--- src/rtl/bcd2bin_seq_pkg.sv ---
// bcd_pkg: shared types and constants for the sequential BCD-to-binary
// converter.
//   state_e        - converter FSM states (IDLE, CONV, DONE)
//   BCD_DIGIT_W    - bits per BCD digit
//   BCD_MAX_DIGIT  - largest legal BCD digit value
//   bcd_bin_width  - ceil(log2(10^digits)), the BIN_W that holds every
//                    legal value of a digits-wide BCD word (digits <= 19)
package bcd_pkg;

   typedef enum logic [1:0] {
      IDLE = 2'd0,
      CONV = 2'd1,
      DONE = 2'd2
   } state_e;

   localparam int         BCD_DIGIT_W   = 4;
   localparam logic [3:0] BCD_MAX_DIGIT = 4'd9;

   function automatic int bcd_bin_width(input int digits);
      logic [63:0] pow10;
      int          w;
      pow10 = 64'd1;
      for (int i = 0; i < digits && i < 19; i++) pow10 = pow10 * 64'd10;
      // smallest w with 2^w >= 10^digits
      w = 0;
      for (int b = 0; b < 64; b++) begin
         if ((64'd1 << b) < pow10) w = b + 1;
      end
      return w;
   endfunction

endpackage

--- src/rtl/bcd2bin_seq_if.sv ---
// bcd2bin_seq_if: input/output handshakes of the BCD-to-binary converter.
//   in_valid/in_ready/in_bcd           - BCD word from the source
//   out_valid/out_ready/out_bin/out_err/out_ovf - result to the sink
// Handshake rule (both channels): a transfer happens on a rising clock edge
// where valid && ready. Once valid is raised, the sender holds valid and its
// data unchanged until that transfer; ready may change freely.
// master = source/sink side (testbench, datapath), slave = converter.
interface bcd2bin_seq_if #(
   parameter int DIGITS = 13,
   parameter int BIN_W  = 44
);
   logic                  in_valid;
   logic                  in_ready;
   logic [4*DIGITS-1:0]   in_bcd;
   logic                  out_valid;
   logic                  out_ready;
   logic [BIN_W-1:0]      out_bin;
   logic                  out_err;
   logic                  out_ovf;

   modport master (
      output in_valid, in_bcd, out_ready,
      input  in_ready, out_valid, out_bin, out_err, out_ovf
   );

   modport slave (
      input  in_valid, in_bcd, out_ready,
      output in_ready, out_valid, out_bin, out_err, out_ovf
   );
endinterface

--- src/rtl/bcd2bin_seq_mac10_step.sv ---
// bcd_mac10_step: one combinational conversion step, acc*10 + digit.
//   acc_i   - running binary accumulator (BIN_W bits)
//   digit_i - current BCD digit, raw value (may exceed 9)
//   acc_o   - low BIN_W bits of acc*10 + digit
//   ovf_o   - result needed more than BIN_W bits
// acc*10 is built from two shifts and an add; BIN_W+4 bits always hold
// acc*10 + 15, so the carry-out bits are exact.
module bcd_mac10_step
   import bcd_pkg::*;
#(
   parameter int BIN_W = 44
) (
   input  logic [BIN_W-1:0]       acc_i,
   input  logic [BCD_DIGIT_W-1:0] digit_i,
   output logic [BIN_W-1:0]       acc_o,
   output logic                   ovf_o
);
   localparam int WIDE_W = BIN_W + 4;

   logic [WIDE_W-1:0] acc_w;
   logic [WIDE_W-1:0] wide;

   assign acc_w = {4'b0000, acc_i};
   assign wide  = (acc_w << 3) + (acc_w << 1) + {{BIN_W{1'b0}}, digit_i};
   assign acc_o = wide[BIN_W-1:0];
   assign ovf_o = |wide[WIDE_W-1:BIN_W];
endmodule

--- src/rtl/bcd2bin_seq.sv ---
// bcd2bin_seq: sequential BCD-to-binary converter, one digit per clock,
// most significant digit first.
//   clk       - rising-edge clock
//   rst_n     - asynchronous active-low reset
//   bus       - slave side of bcd2bin_seq_if (input word, result)
//   dbg_state - current FSM state
// A word is accepted only in IDLE, converted over DIGITS cycles in CONV and
// presented in DONE until the sink takes it. The result registers load only
// on the CONV->DONE step, so they stay stable while a new word converts.
module bcd2bin_seq
   import bcd_pkg::*;
#(
   parameter int DIGITS = 13,
   parameter int BIN_W  = 44
) (
   input  logic            clk,
   input  logic            rst_n,
   bcd2bin_seq_if.slave    bus,
   output state_e          dbg_state
);
   localparam int SH_W  = BCD_DIGIT_W * DIGITS;
   localparam int CNT_W = (DIGITS > 1) ? $clog2(DIGITS) : 1;

   state_e            state_q, state_d;
   logic [SH_W-1:0]   sh_q, sh_d;
   logic [CNT_W-1:0]  cnt_q, cnt_d;
   logic [BIN_W-1:0]  acc_q, acc_d;
   logic              err_q, err_d;
   logic              ovf_q, ovf_d;
   logic [BIN_W-1:0]  out_bin_q, out_bin_d;
   logic              out_err_q, out_err_d;
   logic              out_ovf_q, out_ovf_d;

   logic [BCD_DIGIT_W-1:0] digit;
   logic                   digit_bad;
   logic [BIN_W-1:0]       step_acc;
   logic                   step_ovf;

   assign digit     = sh_q[SH_W-1 -: BCD_DIGIT_W];
   assign digit_bad = (digit > BCD_MAX_DIGIT);

   bcd_mac10_step #(.BIN_W(BIN_W)) u_step (
      .acc_i   (acc_q),
      .digit_i (digit),
      .acc_o   (step_acc),
      .ovf_o   (step_ovf)
   );

   always_comb begin
      state_d   = state_q;
      sh_d      = sh_q;
      cnt_d     = cnt_q;
      acc_d     = acc_q;
      err_d     = err_q;
      ovf_d     = ovf_q;
      out_bin_d = out_bin_q;
      out_err_d = out_err_q;
      out_ovf_d = out_ovf_q;
      case (state_q)
         IDLE: begin
            if (bus.in_valid) begin
               sh_d    = bus.in_bcd;
               cnt_d   = CNT_W'(DIGITS - 1);
               acc_d   = '0;
               err_d   = 1'b0;
               ovf_d   = 1'b0;
               state_d = CONV;
            end
         end
         CONV: begin
            // Out-of-range digits are flagged but still added raw so the
            // result stays a deterministic function of the input word.
            acc_d = step_acc;
            err_d = err_q | digit_bad;
            ovf_d = ovf_q | step_ovf;
            sh_d  = sh_q << BCD_DIGIT_W;
            cnt_d = cnt_q - CNT_W'(1);
            if (cnt_q == '0) begin
               out_bin_d = step_acc;
               out_err_d = err_q | digit_bad;
               out_ovf_d = ovf_q | step_ovf;
               state_d   = DONE;
            end
         end
         DONE: begin
            if (bus.out_ready) state_d = IDLE;
         end
         default: state_d = IDLE;
      endcase
   end

   always_ff @(posedge clk or negedge rst_n) begin
      if (!rst_n) begin
         state_q   <= IDLE;
         sh_q      <= '0;
         cnt_q     <= '0;
         acc_q     <= '0;
         err_q     <= 1'b0;
         ovf_q     <= 1'b0;
         out_bin_q <= '0;
         out_err_q <= 1'b0;
         out_ovf_q <= 1'b0;
      end else begin
         state_q   <= state_d;
         sh_q      <= sh_d;
         cnt_q     <= cnt_d;
         acc_q     <= acc_d;
         err_q     <= err_d;
         ovf_q     <= ovf_d;
         out_bin_q <= out_bin_d;
         out_err_q <= out_err_d;
         out_ovf_q <= out_ovf_d;
      end
   end

   assign bus.in_ready  = (state_q == IDLE);
   assign bus.out_valid = (state_q == DONE);
   assign bus.out_bin   = out_bin_q;
   assign bus.out_err   = out_err_q;
   assign bus.out_ovf   = out_ovf_q;
   assign dbg_state     = state_q;
endmodule

--- src/flat_wrapper.sv ---
// flat-port wrapper written by rule: the top's interface ports become plain ports
module bcd2bin_seq_flat import bcd_pkg::*;
#(
   parameter int DIGITS = 13,
   parameter int BIN_W  = 44
)
  (clk, rst_n, dbg_state, bus_in_valid, bus_in_bcd, bus_out_ready, bus_in_ready, bus_out_valid, bus_out_bin, bus_out_err, bus_out_ovf);
  bcd2bin_seq_if #(.DIGITS(DIGITS), .BIN_W(BIN_W)) bus_i ();
  input  logic clk;
  input  logic rst_n;
  output state_e dbg_state;
  input wire logic [$bits(bus_i.in_valid)-1:0] bus_in_valid;
  input wire logic [$bits(bus_i.in_bcd)-1:0] bus_in_bcd;
  input wire logic [$bits(bus_i.out_ready)-1:0] bus_out_ready;
  output wire logic [$bits(bus_i.in_ready)-1:0] bus_in_ready;
  output wire logic [$bits(bus_i.out_valid)-1:0] bus_out_valid;
  output wire logic [$bits(bus_i.out_bin)-1:0] bus_out_bin;
  output wire logic [$bits(bus_i.out_err)-1:0] bus_out_err;
  output wire logic [$bits(bus_i.out_ovf)-1:0] bus_out_ovf;
  assign bus_i.in_valid = bus_in_valid;
  assign bus_i.in_bcd = bus_in_bcd;
  assign bus_i.out_ready = bus_out_ready;
  assign bus_in_ready = bus_i.in_ready;
  assign bus_out_valid = bus_i.out_valid;
  assign bus_out_bin = bus_i.out_bin;
  assign bus_out_err = bus_i.out_err;
  assign bus_out_ovf = bus_i.out_ovf;
  bcd2bin_seq #(.DIGITS(DIGITS), .BIN_W(BIN_W)) u_core (.clk(clk), .rst_n(rst_n), .bus(bus_i), .dbg_state(dbg_state));
endmodule
--- config.mk ---
export PLATFORM = sky130hd
export DESIGN_NAME = bcd2bin_seq_flat
export DESIGN_NICKNAME = d
export VERILOG_FILES = /design/src/rtl/bcd2bin_seq_pkg.sv /design/src/rtl/bcd2bin_seq_if.sv /design/src/rtl/bcd2bin_seq_mac10_step.sv /design/src/rtl/bcd2bin_seq.sv /design/src/flat_wrapper.sv
export SDC_FILE = /design/constraint.sdc
export NUM_CORES = 1
export LEC_CHECK = 0
export CAP_MARGIN = 20
export CORE_MARGIN = 2
export CORE_UTILIZATION = 50
export CTS_BUF_LIST = sky130_fd_sc_hd__clkbuf_8
export CTS_CLUSTER_SIZE = 8
export DETAILED_ROUTE_END_ITERATION = 8
export PLACE_DENSITY_LB_ADDON = 0.15
export RECOVER_POWER = 50
export SLEW_MARGIN = 5
export SYNTH_ARGS = -nofsm -noshare
export SYNTH_HDL_FRONTEND = slang
export SYNTH_SLANG_ARGS = --single-unit
--- constraint.sdc ---
create_clock -name clk -period 5.7 [get_ports clk]
set_clock_uncertainty 0.05 [all_clocks]
set_input_delay 1.71 -clock clk [delete_from_list [all_inputs] [get_ports clk]]
set_output_delay 1.71 -clock clk [all_outputs]
set_load 0.005 [all_outputs]
# Word-level counts from Yosys, hierarchy flattened
# Index checks and enable logic that the tools add are counted.
# totals
reg_bits,150
out_inout_bits,50
wordCells,40
# classes
n_addsub,3
magnitude_cmp,1
eq_ne,5
muxes,13
bitwise_logic,2
n_reduce_logical,7
# op_table
operator,count
$pmux W52 S2,1
$pmux W44 S2,1
$mux W52,1
$add A47 B45 Y48,1
$add A48 B4 Y48,1
$mux W44,1
$pmux W4 S2,1
$mux W2,3
$pmux W2 S3,1
$gt A4 B4 Y1 const B,1
$logic_not A4 Y1,1
$mux W4,1
$ne A2 B2 Y1 const B,2
$pmux W1 S2,2
$reduce_and A2 Y1,2
$reduce_or A4 Y1,1
$sub A4 B1 Y4 const B,1
$reduce_and A3 Y1,1
$eq A2 B1 Y1 const B,1
$eq A2 B2 Y1 const B,1
$logic_not A2 Y1,1
$ne A2 B1 Y1 const B,1
$or A1 B1 Y1,2
$reduce_bool A2 Y1,1
$mux W1,1

# Depth between registers and ports, before layout
# logic_depth
depth_word,5
ltp_mapped,13

# Modules after synthesis
# From an unflattened synthesis, not the netlist that was laid out.
# unflattened
hier_cells,955
hier_area_um2,9593.0
# modules_own_cells
mod,instances,cells_per_inst,area_each_um2
bcd2bin_seq,1,529,6465.0
bcd_mac10_step,1,426,3128.0

# Worst setup path after synthesis
# Ideal clock, no wire load.
# synth_timing
path_type,register to register
start,register u_core.acc_q[0]
end,register u_core.out_bin_q[36] (netlist: u_core.bus.out_bin[36])
setup_ns,0.125
arrival_time_ns,3.366
slack_ns,2.159
stages_incl_launch_ff,13
n_path_buf,0
path_cell_list,dfrtp_1 -> inv_1 -> fa_1 -> fa_1 -> and2b_1 -> o211ai_1 -> a2111o_1 -> a211oi_2 -> o21ai_2 -> and2_4 -> o31a_1 -> xnor2_1 -> mux2_2
# synth_between
elab_chain_len,2
# synth_rtl
item,line_no,text
from (decl),bcd2bin_seq.sv:27,"logic [BIN_W-1:0] acc_q, acc_d;"
from (signal assigned),bcd2bin_seq.sv:97,acc_q <= '0;
from (signal assigned),bcd2bin_seq.sv:107,acc_q <= acc_d;
$add A47 B45 Y48,bcd2bin_seq_mac10_step.sv:24,"assign wide = (acc_w << 3) + (acc_w << 1) + {{BIN_W{1'b0}}, digit_i};"
$add A48 B4 Y48,bcd2bin_seq_mac10_step.sv:24,
to (signal assigned),bcd2bin_seq.sv:110,out_bin_q <= out_bin_d;
to (decl),bcd2bin_seq.sv:30,"logic [BIN_W-1:0] out_bin_q, out_bin_d;"
# No other way between the ends.
# A chain may end at the register's enable or synchronous reset.

# Final worst setup path
# layout_timing
start,input bus_in_valid
end,register u_core.sh_q[39]
# layout_between
elab_chain_len,2
# layout_rtl
item,line_no,text
from (decl),flat_wrapper.sv:12,input wire logic [$bits(bus_i.in_valid)-1:0] bus_in_valid;
$ne A2 B2 Y1 (no line),n/a,
$reduce_and A2 Y1 (no line),n/a,
to (signal assigned),bcd2bin_seq.sv:95,sh_q <= '0;
to (signal assigned),bcd2bin_seq.sv:105,sh_q <= sh_d;
to (decl),bcd2bin_seq.sv:25,"logic [SH_W-1:0] sh_q, sh_d;"
# No other way between the ends.

==> summary.md <==
| Metric | Value |
|---|---|
| Worst endpoint data arrival time | 4860 ps |
| Initial DRC count | between 400 and 500 |
| Min Clock Period, post-route | 4532 ps |
| NumNets Final | 1,251 |
| Yosys warnings | 0 |
| Kind of critical path | input pin to flop |
| Synthesized area | 9384 um2 |
| Ant. Diodes | 0 |
| Antenna-violating nets left | 0 |
| Max Freq | 0.2207 GHz |
| Initial antenna violation count | 0 |
| GR peak layer | met2 |
| Wire per inst | 16.23 um |
| Clock slew at reported path FFs | 90 ps |
| Dpl hpwl | 15.60 mm |
| Final Hold Fails | 0 |
| Period utilization | 0.7951 |
| Rows | 50 |
| Post-synth top flop | dfrtp_1 |
| H-tree depth | 4 |
| Die X | 141.0 um |
| Sequential cell area | 3754 um2 |
| First-pass GRT wire length | 37.76 mm |
| I/O pin count | 106 |
| Pre-Repair DR Iteration Count | 7 |
| Vias per inst | 5.692 |
| Total congestion overflow | 0 |
| Clock Sinks | 150 |
| GRT Total Usage | 0.2312 |
| Hold-fix buffers, CTS | 0 |
| Num CTS Buffers | 17 |
| Setup TNS | 0 ps |
| Worst-path cell chain | dlygate4sd3_1 -> o21bai_1 -> buf_4 -> nand2_1 -> o21ai_0 |
| Final WL | 21.94 mm |
| Post-synth top area cell | dfrtp_1 |
| Root Buffer | clkbuf_8 |
| CP Launch Point | bus_in_valid |
| Count of cell types in the netlist | 63 |
| Vias in the first global route | 7,544 |
| Least-Margin Pin Slew | 2267 ps |
| CP max-delay cell | o21bai_1 |
| Routed vias | ~7.7k |
| Met2 usage | 0.3620 |
| Syn Inst Count | 1,037 |
| Status | finished, violations left |
| GPL Wtd Cong | 0.8858 |
| Ranking of synthesized cells by area | dfrtp_1 40%, ha_1 12%, nand2_1 6.9%, a21oi_1 6.4%, o21ai_0 5.1% |
| Die ar. | 19,880 um2 |
| Hold path start | u_core.bus.out_bin[25]$_DFFE_PN0P_ |
| Worst hold path cell count | 2 |
| Layout area overhead | 16.59% |
| Hold Crit Class | flop to flop |
| Max-slew violation count | roughly 230 |
| Worst Hold End | u_core.bus.out_bin[25]$_DFFE_PN0P_ |
| Post-CTS sizing | 0 |
| Reg2Reg Setup Slack | between 1000 and 1500 ps |
| Core area | 18,580 um2 |
| Met1 Usage GRT | 0.3346 |
| Setup crit start kind | input pin |
| Failing checks | max-capacitance violations, max-slew violations |
| Unrepaired setup endpoints after global routing | no |
| Remaining DRCs | 0 |
| Initial Util | 0.5051 |
| Setup violators final | 0 |
| Max transition margin | -0.5146 |
| Slowest cell delay on critical path | 1710 ps |
| Yosys top cell area share | 0.4000 |
| Syn nets | 1,183 |
| FF+latch count, synth | 150 |
| Fin cells | 1,352 |
| Reg2Reg Depth | 5 |
| RR Endpoint | u_core.sh_q[39]$_DFFE_PN0P_ |
| Multi-input gate area | between 5000 and 6000 um2 |
| Asr flop ratio synth | 1.000 |
| Met3 GRT Util | 0.04450 |
| Post-CTS Setup Bufs | 0 |
| Worst hold margin | 425.2 ps |
| Post-synthesis sequential area ratio | 0.4000 |
| Fill count | roughly 1.7k |
| I/O Buffers | 105 |
| Worst-path fanout max | 45 |
| WP data required | between 6000 and 7000 ps |
| Syn_area_per_cell | 9.049 um2 |
| Die height | 141.0 um |
| EDFF count, synth | 0 |
| Max-cap viol count | 5 |
| Largest net degree at the start of global routing | 79 |
| Reg-to-reg startpoint | u_core.dbg_state[0]$_DFFE_PN0P_ |
| CTS tree | yes |
| Placed Cells | 1,320 |
| Share of cells above drive strength 1 | 0.06082 |
| Setup crit end kind | flop |
| Deepest clock path buffer count | 2 |
| Skew-Pair Late Insertion Delay | between 400 and 500 ps |
-- logic make-up (layout without fill, tap and decap cells) --
logic type               after synthesis  after routing  synth area share
AND/OR/NAND/NOR                      341            341            0.1845
flip-flops                           150            150            0.4000
XOR/XNOR                              39             39           0.03640
AO/OA/AOI/OAI                        314            314            0.2048
multiplexers                          14             14           0.01680
buffers and inverters                 89            170           0.03587
adder cells (fa/ha/maj)               90             90            0.1216
-- layer usage --
layer,part of all wire,vias to the layer above
met5,0,-
met4,0.0094,0
met3,0.042,18
met2,0.46,166
met1,0.49,3667
li1,-,3844
-- flip-flops by register name, indices dropped and copies added, names as in the netlist --
signal and count:
u_core.err_q 1, u_core.sh_q 52, u_core.dbg_state 2, u_core.bus.out_bin 44, u_core.bus.out_ovf 1, u_core.acc_q 44
u_core.bus.out_err 1, u_core.ovf_q 1, u_core.cnt_q 4
-- cell usage in the layout (no fill, tap or decap), types with 5 or more instances in the layout --
cell type        synthesis  routed
a211oi_1                 5       5
a21oi_1                120     120
a22o_1                  38      38
a31oi_1                  8       8
and3b_1                 48      48
buf_4                    0       8
clkbuf_8                 0      17
clkdlybuf4s50_1          0     103
dfrtp_1                150     150
ha_1                    88      88
inv_1                   22      22
mux2_2                  14      14
nand2_1                172     172
nand2b_1                 9       9
nand3_1                 16      16
nand4_1                 22      22
nor2_1                  35      35
nor2b_1                 13      13
nor3_1                   6       6
o21a_1                   5       5
o21ai_0                 95      95
o21bai_1                 9       9
xnor2_1                 20      20
xor2_1                  19      19
-- how the worst max path moves through the flow --
| stage | cells past startpoint | end |
|---|---|---|
| 2_1_floorplan | 12 | u_core.bus.out_bin[36]$_DFFE_PN0P_ |
| 5_1_grt | 5 | u_core.sh_q[16]$_DFFE_PN0P_ |
| 6_report | 5 | u_core.sh_q[39]$_DFFE_PN0P_ |
| 3_5_place_dp | 12 | u_core.bus.out_bin[36]$_DFFE_PN0P_ |
| 3_3_place_gp | 12 | u_core.bus.out_bin[36]$_DFFE_PN0P_ |
| 4_1_cts | 4 | bus_out_valid |
-- worst max-delay path, delay by kind of cell --
family                 cells  cell delay (ps)
AOI/OAI and AO/OA          2             1800
buffers and inverters      2             1230
and+or+nand+nor            1              110
-- synth_stat cells (all sizes together) (7+ instances only) --
cell / count
clkbuf: 60
nor2: 35
inv: 22
a22o: 38
nand2b: 9
nand4: 22
a21oi: 122
mux2: 14
o21bai: 9
nor2b: 13
ha: 88
xnor2: 20
xor2: 19
nand2: 173
a31oi: 10
o21ai: 96
and3b: 48
buf: 7
nand3: 16
dfrtp: 150
-- stage by stage --
step | utilization | worst slack (ps) | area [um2]
floorplan | - | 2159 | 9384
global placement | 0.5691 | 1973 | 10570
detailed placement | 0.5691 | 1896 | 10570
CTS | 0.5903 | 1745 | 10970
global route | 0.5888 | 978.4 | 10940
finish | 0.5888 | 1168 | 10940
-- final cells by class --
| cell class | instances | area share |
|---|---|---|
| Clock buffer | 17 | 0.02139 |
| Clock inverter | 15 | 0.01464 |
| Inverter | 22 | 0.007548 |
| Multi-Input combinational cell | 798 | 0.4839 |
| Sequential cell | 150 | 0.3431 |
| Tap cell | 234 | 0.02676 |
| Timing Repair Buffer | 116 | 0.1027 |
Power is not shown: default switching activity piles up to over one toggle a cycle in this logic, so the estimate is an artifact.
